--- config.mk ---
export PLATFORM = sky130hd
export DESIGN_NAME = csa_multiplier
export DESIGN_NICKNAME = d
export VERILOG_FILES = /design/src/rtl/calc_pkg.sv /design/src/rtl/full_adder.sv /design/src/rtl/csa_multiplier.sv
export SDC_FILE = /design/constraint.sdc
export NUM_CORES = 1
export LEC_CHECK = 0
export ABC_CLOCK_PERIOD_IN_PS = 4000
export CAP_MARGIN = 20
export CORE_AREA = 2 2 39 41
export CTS_CLUSTER_DIAMETER = 60
export DETAILED_ROUTE_END_ITERATION = 7
export DIE_AREA = 0 0 41 43
export PLACE_DENSITY = 0.73
export SLEW_MARGIN = 25
export SYNTH_ARGS = -nofsm -noshare
export SYNTH_HDL_FRONTEND = slang
export SYNTH_SLANG_ARGS = --single-unit
--- constraint.sdc ---
create_clock -name clk -period 4 [get_ports clk]
set_input_delay 1 -clock clk [delete_from_list [all_inputs] [get_ports clk]]
set_output_delay 1 -clock clk [all_outputs]
set_load 0.05 [all_outputs]
--- src/rtl/calc_pkg.sv ---
// Shared datapath constants for the SimpleCalculator operators.
package calc_pkg;
  localparam int OPERAND_W = 4;
  localparam int PRODUCT_W = 2 * OPERAND_W;
endpackage

--- src/rtl/full_adder.sv ---
// One-bit full adder; a half adder is this cell with cin tied low.
module full_adder (
  input  logic a,
  input  logic b,
  input  logic cin,
  output logic s,
  output logic cout
);
  assign s    = a ^ b ^ cin;
  assign cout = (a & b) | (cin & (a ^ b));
endmodule

--- src/rtl/csa_multiplier.sv ---
// Unsigned NxN carry-save array multiplier with a final ripple row and one
// registered output stage.
module csa_multiplier
  import calc_pkg::*;
#(
  parameter int N = OPERAND_W
) (
  input  logic           clk,
  input  logic           rst,
  input  logic [N-1:0]   m,
  input  logic [N-1:0]   q,
  output logic [2*N-1:0] p
);

  logic [2*N-1:0] p_d;
  logic [2*N-1:0] p_q;

  // Row i column j has weight 2^(i+j): it takes pp[i][j], the previous row's
  // sum one column to the left, and the previous row's carry in the same column.
  for (genvar i = 0; i < N; i++) begin : g_row
    logic [N-1:0] s;
    logic [N-1:0] c;
    if (i == 0) begin : g_init
      assign s = m & {N{q[0]}};
      assign c = '0;
    end else begin : g_add
      logic [N-1:0] s_in;
      assign s_in = {1'b0, g_row[i-1].s[N-1:1]};
      for (genvar j = 0; j < N; j++) begin : g_col
        full_adder u_fa (
          .a   (m[j] & q[i]),
          .b   (s_in[j]),
          .cin (g_row[i-1].c[j]),
          .s   (s[j]),
          .cout(c[j])
        );
      end
    end
    assign p_d[i] = s[0];
  end

  // Merge the leftover sum/carry vectors into the upper half of the product.
  for (genvar k = 0; k < N - 1; k++) begin : g_rip
    logic ci;
    logic co;
    if (k == 0) begin : g_c0
      assign ci = 1'b0;
    end else begin : g_cn
      assign ci = g_rip[k-1].co;
    end
    full_adder u_fa (
      .a   (g_row[N-1].s[k+1]),
      .b   (g_row[N-1].c[k]),
      .cin (ci),
      .s   (p_d[N+k]),
      .cout(co)
    );
  end

  // The product always fits in 2N bits, so these two never both fire.
  assign p_d[2*N-1] = g_rip[N-2].co | g_row[N-1].c[N-1];

  always_ff @(posedge clk) begin
    if (rst) p_q <= '0;
    else     p_q <= p_d;
  end

  assign p = p_q;

endmodule

## Yosys cells after proc, flatten, opt, wreduce, memory -nomap -nowiden

Index checks and enable logic that the tools add are counted.

- Bitwise gates (word level): 61

Operator list:

| kind | count |
|---|---|
| 1-bit bitwise AND | 32 |
| 1-bit bitwise XOR | 20 |
| 1-bit bitwise OR | 8 |
| 4-bit bitwise AND | 1 |

- Logic and storage cells: 62
- Input port bits: 10
- Register bits: 8

## Longest topological paths before layout

Gate-level depths: netlist of run 1.

- Depth in word-level cells: 12
- Depth in mapped cells: 10
- Gate-level depth less buffers: 10

## Cells and area by module

From an unflattened synthesis of run 1, not the netlist that was laid out.

- Cells, all modules: 47
- Area, all modules: 630.6 um^2

Modules (own cells, without submodules):

| module | cells each | instances | sequential area each (um^2) | area each (um^2) |
|---|---|---|---|---|
| csa_multiplier | 32 | 1 | 160.2 | 330.3 |
| full_adder | 1 | 15 | 0.0 | 20.0 |

## Worst setup path before layout of run 1

No wires, ideal clock.

- Kind: input-to-reg
- Start point: in q[1]
- End point: reg p_q[6] (netlist: p[6])
- Data arrival time: 3.523 ns
- Slack: 0.361 ns
- Buffers on the path: 0
- Cell stages on the path: 10
- Library setup time: 0.116 ns
- Cell sequence: and2_1 -> ha_1 -> inv_1 -> fa_1 -> inv_1 -> fa_1 -> ha_1 -> fa_1 -> fa_1 -> and2b_2

- Cells in the longest elaborated chain, start to end: 11
- Elaborated cells between the ends (all ways): 42
- Those cells by class: bitwise: 42

Ends and longest elaborated chain:

| what | line | text |
|---|---|---|
| from (decl) | csa_multiplier.sv:11 | `input logic [N-1:0] q,` |
| 1-bit bitwise AND | csa_multiplier.sv:31 | `.a (m[j] & q[i]),` |
| 1-bit bitwise XOR | - |  |
| 1-bit bitwise XOR (on tied branches) | full_adder.sv:10, full_adder.sv:9 |  |
| 1-bit bitwise AND or 1-bit bitwise XOR (tied branches) | full_adder.sv:10, full_adder.sv:9 |  |
| 1-bit bitwise OR or 1-bit bitwise XOR (tied branches) | full_adder.sv:10 | `assign cout = (a & b) \| (cin & (a ^ b));` |
| 1-bit bitwise AND | full_adder.sv:10 |  |
| 1-bit bitwise OR | full_adder.sv:10 |  |
| 1-bit bitwise AND or 1-bit bitwise XOR (tied branches) | full_adder.sv:10 |  |
| 1-bit bitwise AND | full_adder.sv:10 |  |
| 1-bit bitwise OR | full_adder.sv:10 |  |
| 1-bit bitwise XOR (*) | full_adder.sv:9 | `assign s = a ^ b ^ cin;` |
| net g_rip[2].u_fa.s | full_adder.sv:6 | `output logic s,` |
| to (signal assigned) | csa_multiplier.sv:65 | `else p_q <= p_d;` |
| to (decl) | csa_multiplier.sv:16 | `logic [2*N-1:0] p_q;` |

Mark *: on every way through the listed nets, which the timed path passes. The rest lies on a longest branch.
A chain may end at the register's enable or synchronous reset.

## Worst setup path after layout of run 1

- Start point: in m[3]
- End point: reg p_q[6] (netlist: p[6])

- Cells in the longest elaborated chain, start to end: 11
- Elaborated cells between the ends (all ways): 37
- Those cells by class: bitwise: 37

Ends and longest elaborated chain:

| what | line | text |
|---|---|---|
| from (decl) | csa_multiplier.sv:10 | `input logic [N-1:0] m,` |
| 4-bit bitwise AND | csa_multiplier.sv:24 | `assign s = m & {N{q[0]}};` |
| 1-bit bitwise XOR | - |  |
| 1-bit bitwise XOR | full_adder.sv:9, full_adder.sv:10 |  |
| 1-bit bitwise XOR or 1-bit bitwise AND (tied branches) | full_adder.sv:9, full_adder.sv:10 |  |
| 1-bit bitwise XOR or 1-bit bitwise OR (tied branches) | full_adder.sv:10 |  |
| 1-bit bitwise AND | full_adder.sv:10 |  |
| 1-bit bitwise OR | full_adder.sv:10 |  |
| 1-bit bitwise AND or 1-bit bitwise XOR (tied branches) | full_adder.sv:10 |  |
| 1-bit bitwise AND | full_adder.sv:10 |  |
| 1-bit bitwise OR | full_adder.sv:10 |  |
| 1-bit bitwise XOR (*) | full_adder.sv:9 |  |
| net g_rip[2].u_fa.s | full_adder.sv:6 |  |

Marks and branches as above.

==> results of run 1 <==
## per-stage QoR
stage                     std cells  setup TNS, ns
after floorplan                  54              0
after global placement           91        -0.3148
after global routing             94              0
after detailed placement         91        -0.3585
final                            94              0
after CTS                        94              0
## worst paths after layout
check	cells past startpoint	from	end
setup / recovery	11	m[3]	p[6]
hold / removal	2	q[0]	p[0]
## synth_stat cells
cell	number
and2b_2	6
and2_1	8
ha_1	4
fa_1	8
inv_1	11
and3b_2	1
dfxtp_1	8
nand2_1	7
nor2_1	1
## cell type report
class | count | share of cell area, %
Clock buffer | 3 | 2.791
Inverter | 11 | 5.116
Multi-Input combinational cell | 35 | 44.03
Sequential cell | 8 | 19.85
Tap cell | 16 | 2.481
Timing Repair Buffer | 21 | 25.74
## power breakdown
part	internal, uW	total, uW	switching (uW)
Sequential	89.5	91.5	1.98
Combinational	44.7	104	59.8
Clock	34.1	58.1	24.0
## layer usage
| layer | part of all wire, % | wire (um) |
|---|---|---|
| met1 | 42 | 332 |
| met2 | 51 | 409 |
| met3 | 6.5 | 52 |
| met4 | 0 | 0 |
| met5 | 0 | 0 |
## logic make-up after synthesis
group / share of synthesized area (%)
buf+inv: 7.449
fa+ha+maj: 37.92
flops: 28.89
simple gates: 25.73
## timing repair
| item | CTS | global route |
|---|---|---|
| gates resized for setup | 0 | 4 |
| setup buffers | 0 | 0 |
| endpoints found under the setup margin | 0 | 2 |
==> run_results.csv, run 1 <==
group,metric,value,unit
place,detailed_placer_s_ending_hpwl,727.9,um
critical_path,crit_path_start_kind,"input port",
yosys,syn_area,554.3,sq um
yosys,post_synth_num_cell_types,9,
die,floorplan.rows,14,
finish,drive_gt1_share,19.23,%
pwr,p_leak,0.0004108,uW
routing,drt_drc_violations_left,0,
cts,clock_sink_count,8,
global_routing,grt_usage,12.83,%
yosys,post_synthesis_cell_type_with_the_largest_combined_area,"dfxtp_1",
timing,hold_violations,0,
pwr,pwr_density,314.8,mW/mm^2
critical_path,cpLargestDelayFamily,"adder cells",
finish,post_layout_nets,102,
routing,route.vias.total,396,
place,placement_stage_cell_area,774.5,sq um
routing,avgViaCountPerCell,4.213,
yosys,ys_seq_elements,8,
finish,area_growth,45.60,%
critical_path,path_class,"in -> reg",
die,die_area,0.001763,sq mm
finish,final.fill_count,132,
timing,maxClockFrequency,0.2618,GHz
global_routing,global_route.usage.met1,16.84,%
cts,max-clock-path-buffers,2,
run,maxCapViolations,0,
yosys,synthesis.area_per_instance,10.26,sq um
timing,maxSlewHeadroom,67.24,%
critical_path,required,4.14,ns
global_routing,via_count_of_the_first_global_routing_pass,381,
global_routing,largest_net_degree_at_the_start_of_global_routing,9,
finish,post-route-util,58.32,%
cts,clk_pin_slew_worst_paths,0.05,ns
timing,rsz0062_at_grt,"false",
finish,most-common-layout-cells,"clkdlybuf4s50_1, inv_1, and2_1, fa_1, dfxtp_1",
die,floorplan.die.height,43,um
routing,detail_route.first_pass.iterations,1,
global_routing,grt_antenna_before_repair,0,
die,core_region_area,0.001384,sq mm
timing,layout_worst_path_cycle_share,95.50,%
pwr,peakVddDrop,0.09311,mV
critical_path,path_common_cell,"fa_1",
global_routing,grt_util_met3,3.141,%
timing,layout_min_cycle_time,3.820,ns
place,placement.io_buffers,17,
cts,cts_hold_buf,0,
pwr,totalPowerFinal,254.1,uW
status,run_status,"complete, no violations",
cts,cts-buffers-inserted,3,
global_routing,grt_use_met2,18.13,%
cts,cts_tree,"yes",
yosys,synth_nets,76,
die,floorplan.initialDensity,40.05,%
global_routing,wire_length_of_the_first_global_routing_pass,1497,um
finish,final_area,807.0,sq um
yosys,yosysWarnings,0,
critical_path,worst-endpoint-arrival,3.96,ns
routing,wire_per_inst,8.457,um
yosys,synth-seq-area-share,28.89,%
timing,final.hold.worst_slack,1.096,ns
place,pre_cts_slack,-0.2210,ns
timing,report.final.slew_viol_count,0,
min_path,timing.hold.worst.class,"in -> reg",
routing,route.antenna.remaining_nets,0,
global_routing,grt.overflow.total,0,
yosys,synth_cells,54,
die,die_w,41,um
critical_path,worstPathCellList,"clkdlybuf4s50_1 -> and2_1 -> ha_1 -> inv_1 -> fa_1 -> inv_1 -> fa_1 -> ha_2 -> fa_1 -> fa_1 -> and2b_2",
finish,mostFrequentLayoutCell,"clkdlybuf4s50_1",
cts,clock_tree.root_cell,"clkbuf_4",
timing,timing.final.setup_violations,0,
die,boundary_pin_count,18,
finish,regArea,160.2,sq um
timing,max_slew.worst_pin.slew,0.4899,ns
finish,antennaDiodeCount,0,
timing,final_critical_path_setup_slack,0.1800,ns
finish,max_reg_flops,8,
critical_path,timing.critical_path.slowest_stage_cell,"fa_1",
routing,routed_wirelength,795,um
routing,drt_first_iter_violations,0,
cts,htree_levels,1,
critical_path,worst-path-buf-inv,3,
critical_path,critical-path-max-stage-delay,0.49,ns
global_routing,gr-max-usage-layer,"met2",
place,place_congestion,0.7340,
finish,area_of_the_multi_input_gates,355.3,sq um
critical_path,crit_path_max_fanout,2,
yosys,post_synth_main_area_contributors,"dfxtp_1, fa_1, and2b_2, and2_1, ha_1",
yosys,fraction_of_post_synthesis_cell_area_in_the_top_cell_type_by_area,28.89,%
critical_path,critical_path.endpoint_type,"flop",
Note: power is estimated with default switching activity, not from simulation.
==> run 2, diff against run 1 <==
- SKIP_LAST_GASP: unset -> 1
==> results of run 2 <==
The final DEF is identical to that of run 1; final timing and power are the same.
